File: config.mk
export PLATFORM = sky130hd
export DESIGN_NAME = alu_share_arbiter_flat
export DESIGN_NICKNAME = d
export VERILOG_FILES = /design/src/rtl/alu_share_arbiter_if.sv /design/src/rtl/alu_share_arbiter.sv /design/src/flat_wrapper.sv
export SDC_FILE = /design/constraint.sdc
export NUM_CORES = 1
export LEC_CHECK = 0
export BUFFER_PORTS_ARGS = -buffer_cell sky130_fd_sc_hd__buf_4
export CAP_MARGIN = 10
export CORE_AREA = 2 2 121 123
export DETAILED_ROUTE_END_ITERATION = 10
export DIE_AREA = 0 0 123 125
export GPL_TIMING_DRIVEN = 0
export PLACE_DENSITY = 0.69
export SLEW_MARGIN = 25
export SYNTH_ARGS = -nofsm -noshare
export SYNTH_HDL_FRONTEND = slang
export SYNTH_SLANG_ARGS = --single-unit
File: constraint.sdc
create_clock -name clk -period 4.5 [get_ports clk]
set_clock_uncertainty 0.05 [all_clocks]
set_input_delay 0.225 -clock clk [delete_from_list [all_inputs] [get_ports clk]]
set_output_delay 0.225 -clock clk [all_outputs]
set_load 0.01 [all_outputs]
File: src/rtl/alu_share_arbiter_if.sv
// Requester and ALU-side signals of alu_share_arbiter.
// The slave modport is the arbiter; the master modport is the requesters plus the parent's ALU.
interface alu_share_arbiter_if #(
  parameter int XLEN = 32,
  parameter int OPW  = 4
);
  logic            req_valid_a;
  logic            req_ready_a;
  logic [OPW-1:0]  req_op_a;
  logic [XLEN-1:0] req_in1_a;
  logic [XLEN-1:0] req_in2_a;
  logic            rsp_valid_a;
  logic            rsp_ready_a;
  logic [XLEN-1:0] rsp_data_a;

  logic            req_valid_b;
  logic            req_ready_b;
  logic [OPW-1:0]  req_op_b;
  logic [XLEN-1:0] req_in1_b;
  logic [XLEN-1:0] req_in2_b;
  logic            rsp_valid_b;
  logic            rsp_ready_b;
  logic [XLEN-1:0] rsp_data_b;

  logic [XLEN-1:0] alu_in1;
  logic [XLEN-1:0] alu_in2;
  logic [OPW-1:0]  alu_op;
  logic [XLEN-1:0] alu_out;
  logic            busy;

  modport slave (
    input  req_valid_a, req_op_a, req_in1_a, req_in2_a, rsp_ready_a,
    output req_ready_a, rsp_valid_a, rsp_data_a,
    input  req_valid_b, req_op_b, req_in1_b, req_in2_b, rsp_ready_b,
    output req_ready_b, rsp_valid_b, rsp_data_b,
    output alu_in1, alu_in2, alu_op, busy,
    input  alu_out
  );

  modport master (
    output req_valid_a, req_op_a, req_in1_a, req_in2_a, rsp_ready_a,
    input  req_ready_a, rsp_valid_a, rsp_data_a,
    output req_valid_b, req_op_b, req_in1_b, req_in2_b, rsp_ready_b,
    input  req_ready_b, rsp_valid_b, rsp_data_b,
    input  alu_in1, alu_in2, alu_op, busy,
    output alu_out
  );
endinterface

File: src/rtl/alu_share_arbiter.sv
// Time-shares one combinational ALU between ports A and B; accept -> EXEC -> RESP, result 2 cycles after accept.
// Held response: rsp_valid/rsp_data stay put until the owner's rsp_ready; ALU_ARB_RR_EN selects round-robin over fixed A priority.
module alu_share_arbiter #(
  parameter int XLEN = 32,
  parameter int OPW  = 4
) (
  input logic               clk,
  input logic               rst,
  alu_share_arbiter_if.slave bus
);

  typedef enum logic [1:0] {
    IDLE = 2'd0,
    EXEC = 2'd1,
    RESP = 2'd2
  } state_t;

  localparam logic PORT_A = 1'b0;
  localparam logic PORT_B = 1'b1;

  state_t          state_q, state_d;
  logic            owner_q, owner_d;
  logic [OPW-1:0]  op_q, op_d;
  logic [XLEN-1:0] in1_q, in1_d;
  logic [XLEN-1:0] in2_q, in2_d;
  logic [XLEN-1:0] res_q, res_d;

  logic grant_a, grant_b;
  logic acc_a, acc_b;

`ifdef ALU_ARB_RR_EN
  logic last_grant_q, last_grant_d;

  // Under contention the port not served last wins; a lone requester always wins.
  always_comb begin
    grant_a = bus.req_valid_a & (~bus.req_valid_b | (last_grant_q == PORT_B));
    grant_b = bus.req_valid_b & (~bus.req_valid_a | (last_grant_q == PORT_A));
  end

  always_comb begin
    last_grant_d = last_grant_q;
    if (acc_a) begin
      last_grant_d = PORT_A;
    end else if (acc_b) begin
      last_grant_d = PORT_B;
    end
  end

  always_ff @(posedge clk or posedge rst) begin
    if (rst) begin
      last_grant_q <= PORT_B;
    end else begin
      last_grant_q <= last_grant_d;
    end
  end
`else
  always_comb begin
    grant_a = bus.req_valid_a;
    grant_b = bus.req_valid_b & ~bus.req_valid_a;
  end
`endif

  assign acc_a = (state_q == IDLE) & grant_a & ~rst;
  assign acc_b = (state_q == IDLE) & grant_b & ~rst;

  always_comb begin
    state_d = state_q;
    owner_d = owner_q;
    op_d    = op_q;
    in1_d   = in1_q;
    in2_d   = in2_q;
    res_d   = res_q;
    case (state_q)
      IDLE: begin
        if (acc_a) begin
          owner_d = PORT_A;
          op_d    = bus.req_op_a;
          in1_d   = bus.req_in1_a;
          in2_d   = bus.req_in2_a;
          state_d = EXEC;
        end else if (acc_b) begin
          owner_d = PORT_B;
          op_d    = bus.req_op_b;
          in1_d   = bus.req_in1_b;
          in2_d   = bus.req_in2_b;
          state_d = EXEC;
        end
      end
      EXEC: begin
        res_d   = bus.alu_out;
        state_d = RESP;
      end
      RESP: begin
        // Only the owner's consume matters; the other port's rsp_ready is ignored.
        if ((owner_q == PORT_A) ? bus.rsp_ready_a : bus.rsp_ready_b) begin
          state_d = IDLE;
        end
      end
      default: state_d = IDLE;
    endcase
  end

  always_ff @(posedge clk or posedge rst) begin
    if (rst) begin
      state_q <= IDLE;
      owner_q <= PORT_A;
      op_q    <= '0;
      in1_q   <= '0;
      in2_q   <= '0;
      res_q   <= '0;
    end else begin
      state_q <= state_d;
      owner_q <= owner_d;
      op_q    <= op_d;
      in1_q   <= in1_d;
      in2_q   <= in2_d;
      res_q   <= res_d;
    end
  end

  assign bus.req_ready_a = acc_a;
  assign bus.req_ready_b = acc_b;
  assign bus.rsp_valid_a = (state_q == RESP) & (owner_q == PORT_A);
  assign bus.rsp_valid_b = (state_q == RESP) & (owner_q == PORT_B);
  assign bus.rsp_data_a  = res_q;
  assign bus.rsp_data_b  = res_q;
  assign bus.alu_in1     = in1_q;
  assign bus.alu_in2     = in2_q;
  assign bus.alu_op      = op_q;
  assign bus.busy        = (state_q != IDLE);

endmodule

File: src/flat_wrapper.sv
// flat-port wrapper written by rule: the top's interface ports become plain ports
module alu_share_arbiter_flat 
#(
  parameter int XLEN = 32,
  parameter int OPW  = 4
)
  (clk, rst, bus_req_valid_a, bus_req_op_a, bus_req_in1_a, bus_req_in2_a, bus_rsp_ready_a, bus_req_ready_a, bus_rsp_valid_a, bus_rsp_data_a, bus_req_valid_b, bus_req_op_b, bus_req_in1_b, bus_req_in2_b, bus_rsp_ready_b, bus_req_ready_b, bus_rsp_valid_b, bus_rsp_data_b, bus_alu_in1, bus_alu_in2, bus_alu_op, bus_busy, bus_alu_out);
  alu_share_arbiter_if #(.XLEN(XLEN), .OPW(OPW)) bus_i ();
  input logic clk;
  input logic rst;
  input wire logic [$bits(bus_i.req_valid_a)-1:0] bus_req_valid_a;
  input wire logic [$bits(bus_i.req_op_a)-1:0] bus_req_op_a;
  input wire logic [$bits(bus_i.req_in1_a)-1:0] bus_req_in1_a;
  input wire logic [$bits(bus_i.req_in2_a)-1:0] bus_req_in2_a;
  input wire logic [$bits(bus_i.rsp_ready_a)-1:0] bus_rsp_ready_a;
  output wire logic [$bits(bus_i.req_ready_a)-1:0] bus_req_ready_a;
  output wire logic [$bits(bus_i.rsp_valid_a)-1:0] bus_rsp_valid_a;
  output wire logic [$bits(bus_i.rsp_data_a)-1:0] bus_rsp_data_a;
  input wire logic [$bits(bus_i.req_valid_b)-1:0] bus_req_valid_b;
  input wire logic [$bits(bus_i.req_op_b)-1:0] bus_req_op_b;
  input wire logic [$bits(bus_i.req_in1_b)-1:0] bus_req_in1_b;
  input wire logic [$bits(bus_i.req_in2_b)-1:0] bus_req_in2_b;
  input wire logic [$bits(bus_i.rsp_ready_b)-1:0] bus_rsp_ready_b;
  output wire logic [$bits(bus_i.req_ready_b)-1:0] bus_req_ready_b;
  output wire logic [$bits(bus_i.rsp_valid_b)-1:0] bus_rsp_valid_b;
  output wire logic [$bits(bus_i.rsp_data_b)-1:0] bus_rsp_data_b;
  output wire logic [$bits(bus_i.alu_in1)-1:0] bus_alu_in1;
  output wire logic [$bits(bus_i.alu_in2)-1:0] bus_alu_in2;
  output wire logic [$bits(bus_i.alu_op)-1:0] bus_alu_op;
  output wire logic [$bits(bus_i.busy)-1:0] bus_busy;
  input wire logic [$bits(bus_i.alu_out)-1:0] bus_alu_out;
  assign bus_i.req_valid_a = bus_req_valid_a;
  assign bus_i.req_op_a = bus_req_op_a;
  assign bus_i.req_in1_a = bus_req_in1_a;
  assign bus_i.req_in2_a = bus_req_in2_a;
  assign bus_i.rsp_ready_a = bus_rsp_ready_a;
  assign bus_req_ready_a = bus_i.req_ready_a;
  assign bus_rsp_valid_a = bus_i.rsp_valid_a;
  assign bus_rsp_data_a = bus_i.rsp_data_a;
  assign bus_i.req_valid_b = bus_req_valid_b;
  assign bus_i.req_op_b = bus_req_op_b;
  assign bus_i.req_in1_b = bus_req_in1_b;
  assign bus_i.req_in2_b = bus_req_in2_b;
  assign bus_i.rsp_ready_b = bus_rsp_ready_b;
  assign bus_req_ready_b = bus_i.req_ready_b;
  assign bus_rsp_valid_b = bus_i.rsp_valid_b;
  assign bus_rsp_data_b = bus_i.rsp_data_b;
  assign bus_alu_in1 = bus_i.alu_in1;
  assign bus_alu_in2 = bus_i.alu_in2;
  assign bus_alu_op = bus_i.alu_op;
  assign bus_busy = bus_i.busy;
  assign bus_i.alu_out = bus_alu_out;
  alu_share_arbiter #(.XLEN(XLEN), .OPW(OPW)) u_core (.clk(clk), .rst(rst), .bus(bus_i));
endmodule
==> flow_summary.ini, run 1 <==
[status]
outcome = finished clean

[cells_and_area]
layout.nets = 928
final_cells = 943
syn2layout_area_growth_pct = 57.5
drive_above_1_share = 0.570
antenna_cells = 0

[critical_path]
timing.rr.start = u_core.state_q[1]
crit_top_cell = buf_4
end_kind = output pin
regToRegEndpoint = u_core.bus.alu_in2[24]
r2r_cells = 4
path_class = input port to output pin
path_cells = dlygate4sd3_1 -> buf_4 -> nor4b_4 -> buf_2 -> and2_1 -> buf_4
critPathRequiredTime_ns = 4.22
crit_family = buffers and inverters
ff2ff_setup_slack_ns = 2.75
cp_max_fo = 10
cp.arrival_ns = 1.90
crit_buf_inv = 4
slowest_stage = dlygate4sd3_1
worst_setup_path_start_kind = input port
slowest_delay_ns = 0.54

[synthesis]
ys_ff_latch = 103
ys_warn_count = 0
ys_types = 24
synth_top_cell_area_share = 0.507
yosysTopAreaCell = dfrtp_1
ys.flop_type = dfrtp_1
ys_seq_area_frac = 0.507
async_flop_share = 1.00
synthMostInstantiatedCell = dfrtp_1
ys_top_cells_by_area = dfrtp_1 (51%), mux2_2 (7.3%), and2_1 (6.5%), a31oi_1 (6.4%), o2bb2ai_2 (5.9%)
syn_area_sq_um = 5080
synth_edf_count = 0
synth_cells = 431
postSynthAreaPerCell_sq_um = 11.8
synthTopCellsByCount = dfrtp_1 (103), and2_1 (53), a31oi_1 (52)
syn-num-nets = 605

[cts]
cts_buffers = 9
cts.sinks = 103
clk_latency_ns = 0.34
clkTransAtPathRegs_ns = 0.07
cts_root_buf = clkbuf_16
post_cts_buffers = 0
max-clock-path-buffers = 2
cts_tree = done
htree_levels = 3

[global_route]
overflow = 0
grt.total_usage = 0.215
antenna_found_initial = 0
grt_pass1_vias = 4864
grt_max_degree = 66
grt_pass1_wl_mm = 25.9

[floorplan]
start_util = 0.358
rows = 44
die_h_microns = 125
core_area_sq_um = 14200
dieArea_sq_um = 15400
die_x_microns = 123
io_pins = 311

[power_and_ir_drop]
p_clk_frac = 0.162
ir_drop_v = 0.000330
p_seq_frac = 0.344
power_density_nw_per_um2 = 647
p_sw_mw = 1.79
power_frac_comb = 0.493
swShare = 0.345
p_int_mw = 3.40
p_leak_nw = 3.81

[timing]
fin_tns_setup_ns = 0
hold_viol = 0
clock.fmax_mhz = 459
slew_viol_final = 0
finalCriticalPeriod_ns = 2.18
fin_crit_sh = 0.484
rsz0062_at_grt = no
tightestPinTransition_ns = 0.578
setup_violations = 0
max_slew_margin = 0.615

[detailed_routing]
drt-total-wl_mm = 16.8
vias = 4681
routed_via_density = 4.96
drtPass1Iterations = 4
drcViolationCount = 0
wl_met3_mm = 1.08
drt-initial-drc-count = 213
ant_nets = 0
top_layer = met4
detail_route.wl_per_cell_microns = 17.8
wl_met2_mm = 8.44
met1_length_mm = 6.89

[run]
max_cap_viol_count = 0

[min_path]
whs_path_depth = 3
hold_end = u_core.bus.alu_in1[0]
hold_start = bus_req_in1_a[0]
holdCritPathClass = input port to flop

[placed_design]
portBuffers = 310
post-dp-hpwl_mm = 13.2
gp_congestion = 0.852
place_inst = 926
## final cells by class
class / instances / area [sq um]
fillers: 1239 / 6190
repair buffers: 312 / 2360
well taps: 184 / 230
inverters: 4 / 20.0
clock inverters: 5 / 81.3
plain buffers: 71 / 442
multi-input cells: 253 / 2050
flip-flops and latches: 103 / 2580
clock buffers: 11 / 243
## per-layer routing
layer / vias up / GRT usage
li1: 2214 / -
met2: 188 / 0.370
met3: 26 / 0.0342
met1: 2253 / 0.270
met5: - / 0
met4: 0 / 0.0795
## layout by cell type (no fill, tap or decap), drive strengths merged
master / synthesis / layout
a22oi: 16 / 16
clkinvlp: 0 / 1
nor3: 1 / 1
inv: 4 / 4
mux2: 33 / 33
bufinv: 0 / 2
buf: 50 / 361
clkinv: 0 / 2
nor4b: 2 / 2
or2: 1 / 1
or3: 1 / 1
clkbuf: 21 / 32
nor2b: 1 / 1
and2: 53 / 53
a32oi: 16 / 16
o2bb2ai: 52 / 52
nand2: 16 / 16
o21ai: 2 / 2
dfrtp: 103 / 103
nand2b: 2 / 2
dlygate4sd3: 0 / 1
nor2: 5 / 5
a31oi: 52 / 52
## power by group through the flow
stage	combinational (mW)	clock (mW)	sequential, mW
floorplan	1.08	0	1.93
global placement	2.55	0	1.78
detailed placement	2.59	0	1.79
CTS	2.59	0.862	1.78
global route	2.73	0.907	1.84
finish	2.56	0.841	1.79
## metrics by stage
step                      setup WS [ns]  cell area [sq um]  power (mW)  utilization  hold slack (ns)
after global routing               2.22               8010        5.48        0.564           0.0383
after detailed placement           2.56               7670        4.38        0.540            0.253
after CTS                          2.32               8010        5.24        0.564           0.0357
after floorplan                    1.52               5080        3.00            -            0.303
after global placement            0.263               7640        4.33        0.538            0.395
final                              2.32               8010        5.19        0.564           0.0481
## state kept, by name, summed over array words and instances, names as in the netlist
signal,flops
u_core.state_q,2
u_core.bus.alu_op,4
u_core.bus.alu_in1,32
u_core.owner_q,1
u_core.bus.alu_in2,32
u_core.bus.rsp_data_a,32
## logic make-up after synthesis
family | synth area share
buf+inv | 0.0898
simple gates | 0.0982
flops | 0.507
mux | 0.0731
compound gates | 0.232
## worst reg2reg max path, stage by stage (launching register included)
cell and delay (ns):
dfrtp_1 0.49, nor3_2 0.36, o21ai_2 0.22, clkbuf_1 0.30
o2bb2ai_1 0.20
## worst max-delay path by stage
| stage | to | cells past startpoint | slack [ns] | from |
|---|---|---|---|---|
| final | bus_req_ready_b | 6 | 2.32 | rst |
| after global routing | bus_req_ready_b | 6 | 2.22 | rst |
| after CTS | bus_req_ready_b | 6 | 2.32 | rst |
| after detailed placement | u_core.bus.alu_in1[28] | 6 | 2.56 | bus_req_valid_a |
| after global placement | u_core.bus.alu_in2[26] | 2 | 0.26 | rst |
| after floorplan | u_core.bus.alu_in1[0] | 1 | 1.52 | rst |
## repair_timing
item / 4_1_cts / 5_1_grt
hold buffers: 1 / 0
endpoints found under the hold margin: 38 / 0
resized for setup: 0 / 0
Power figures use the tool's default switching activity.
==> inputs of run 2 (changes only) <==
==> constraint.sdc (replaced) <==
create_clock -name clk -period 2.2 [get_ports clk]
set_clock_uncertainty 0.05 [all_clocks]
set_input_delay 0.11 -clock clk [delete_from_list [all_inputs] [get_ports clk]]
set_output_delay 0.11 -clock clk [all_outputs]
set_load 0.01 [all_outputs]
==> run 2 against run 1 <==
Against the previous run:
- worst hold slack worse by 0.026 ns
- sequential power rose by 110%
- die area did not move
- register-to-register slack worse by 2.7 ns
- sequential share of layout area fell by 2.7 points
- via count grew 8.2%
- critical path depth is 2 higher
- count of clock-buffer cells in the layout decreased by 1
- flip-flop and latch count unchanged
- clock power rose by 100%
- non-clock buffer count is 71 higher
- largest cell class unchanged
==> flow_summary.ini, run 2 (synthesis gave the netlist of run 1 again) <==
[placed_design]
post-dp-hpwl_mm = 13.4
gp_congestion = 0.787
placed_cell_area_sq_um = 7710
portBuffers = 310

[cts]
htree_levels = 3
clk_latency_ns = 0.34
cts_tree = done
clkTransAtPathRegs_ns = 0.07
max-clock-path-buffers = 2
cts_root_buf = clkbuf_16
cts_buffers = 9
cts.sinks = 103

[critical_path]
end_kind = flop
cp_max_fo = 10
critPathRequiredTime_ns = 2.38
crit_buf_inv = 5
slowest_stage = dlygate4sd3_1
worst_setup_path_start_kind = input port
crit_family = buffers and inverters
path_cells = dlygate4sd3_1 -> buf_6 -> or3_1 -> buf_4 -> buf_6 -> a22oi_2 -> nand2_1 -> dlygate4sd3_1
cp.arrival_ns = 2.34
path_class = input port to flop
slowest_delay_ns = 0.57

[floorplan]
start_util = 0.358
die_x_microns = 123
rows = 44
core_area_sq_um = 14200
dieArea_sq_um = 15400
die_h_microns = 125
io_pins = 311

[global_route]
grt.total_usage = 0.237
grt_pass1_vias = 5427
grt_max_degree = 33
overflow = 0
grt_pass1_wl_mm = 28.6
antenna_found_initial = 0

[min_path]
holdCritPathClass = input port to flop

[power_and_ir_drop]
p_seq_frac = 0.330
p_leak_nw = 4.12
power_frac_comb = 0.515
p_sw_mw = 3.88
power_density_nw_per_um2 = 1270
p_int_mw = 7.24
p_clk_frac = 0.155
swShare = 0.349
ir_drop_v = 0.000695

[timing]
setup_violations = 0
tightestPinTransition_ns = 0.662
hold_viol = 0
holdWs_ns = 0.0226
fin_crit_sh = 0.984
max_slew_margin = 0.559
fin_tns_setup_ns = 0
rsz0062_at_grt = no
clock.fmax_mhz = 462
slew_viol_final = 0
finalCriticalPeriod_ns = 2.16

[detailed_routing]
drt-initial-drc-count = 260
detail_route.wl_per_cell_microns = 18.2
drt-total-wl_mm = 18.5
drtPass1Iterations = 4
ant_nets = 0
routed_via_density = 5.00
drcViolationCount = 0
vias = 5065

[cells_and_area]
drive_above_1_share = 0.542
layout.nets = 999
final_area_sq_um = 8760
nFillCells = 1134
layout_commonest_cell = buf_4
syn2layout_area_growth_pct = 72.4
multi_input_area_sq_um = 2090
antenna_cells = 0
layout_common_cells = buf_4 (351), dfrtp_1 (101), dlygate4sd3_1 (65)
regArea_sq_um = 2580

[status]
outcome = finished clean

[run]
max_cap_viol_count = 0
## run 2: changes by cell type in the layout (fill, tap and decap cells not counted), sizes merged
cell | previous run | this run
dlygate4sd3 | 1 | 65
buf | 361 | 368
clkinvlp | 1 | 3
clkbuf | 32 | 31
clkinv | 2 | 1
## run 2: what timing repair did
| action | 4_1_cts | 5_1_grt |
|---|---|---|
| endpoints found under the hold margin | 65 | 0 |
| resized for setup | 0 | 13 |
| setup buffers | 0 | 5 |
| endpoints found under the setup margin | 0 | 14 |
| hold buffers | 65 | 0 |
## run 2: path summary, 6_finish.rpt
check                           cells after the start                      to             startpoint  slack (ns)
worst max-delay path                                8   u_core.bus.alu_in1[3]                    rst        0.04
worst min-delay path                                3  u_core.bus.alu_in2[29]      bus_req_in2_b[29]        0.02
worst max register to register                      6   u_core.bus.alu_in1[3]      u_core.state_q[1]        0.06
worst min register to register                      1   u_core.bus.alu_in2[7]  u_core.bus.alu_in2[7]        0.44
max in group asynchronous                           5  u_core.bus.alu_in2[27]                    rst        1.00
min in group asynchronous                           3    u_core.bus.alu_op[1]                    rst        0.35
## run 2: metal layers
| layer | GRT usage | vias up | share of wire |
|---|---|---|---|
| met3 | 0.0401 | 32 | 0.065 |
| met2 | 0.414 | 208 | 0.52 |
| met5 | 0 | - | 0 |
| met1 | 0.290 | 2461 | 0.40 |
| met4 | 0.0882 | 0 | 0.023 |
| li1 | - | 2364 | - |
## run 2: power groups by stage
stage	clock network [mW]	registers (mW)	logic [mW]
after CTS	1.76	3.64	5.60
after global placement	0	3.63	5.21
after global routing	1.86	3.79	6.07
after detailed placement	0	3.65	5.32
after floorplan	0	3.95	2.20
final	1.72	3.67	5.72
## run 2: metrics by stage
step | total power [mW] | utilization | cells | setup slack [ns]
floorplan | 6.15 | - | 431 | 0.715
global placement | 8.84 | 0.538 | 925 | 0.0580
detailed placement | 8.97 | 0.543 | 928 | 0.307
CTS | 11.0 | 0.611 | 1009 | 0.0150
global route | 11.7 | 0.617 | 1014 | 0.00229
finish | 11.1 | 0.617 | 1014 | 0.0351
## run 2: area by class of cell
class / instances / area share
buffer: 71 / 0.0507
timing repair buffer: 383 / 0.351
multi-input combinational: 253 / 0.239
clock inverter: 6 / 0.0106
sequential: 103 / 0.294
tap: 184 / 0.0263
clock buffer: 10 / 0.0261
inverter: 4 / 0.00214
## run 2: tightest hold or removal path, stage by stage
cell	delay, ns
buf_4	0.08
a31oi_1	0.07
o2bb2ai_1	0.12
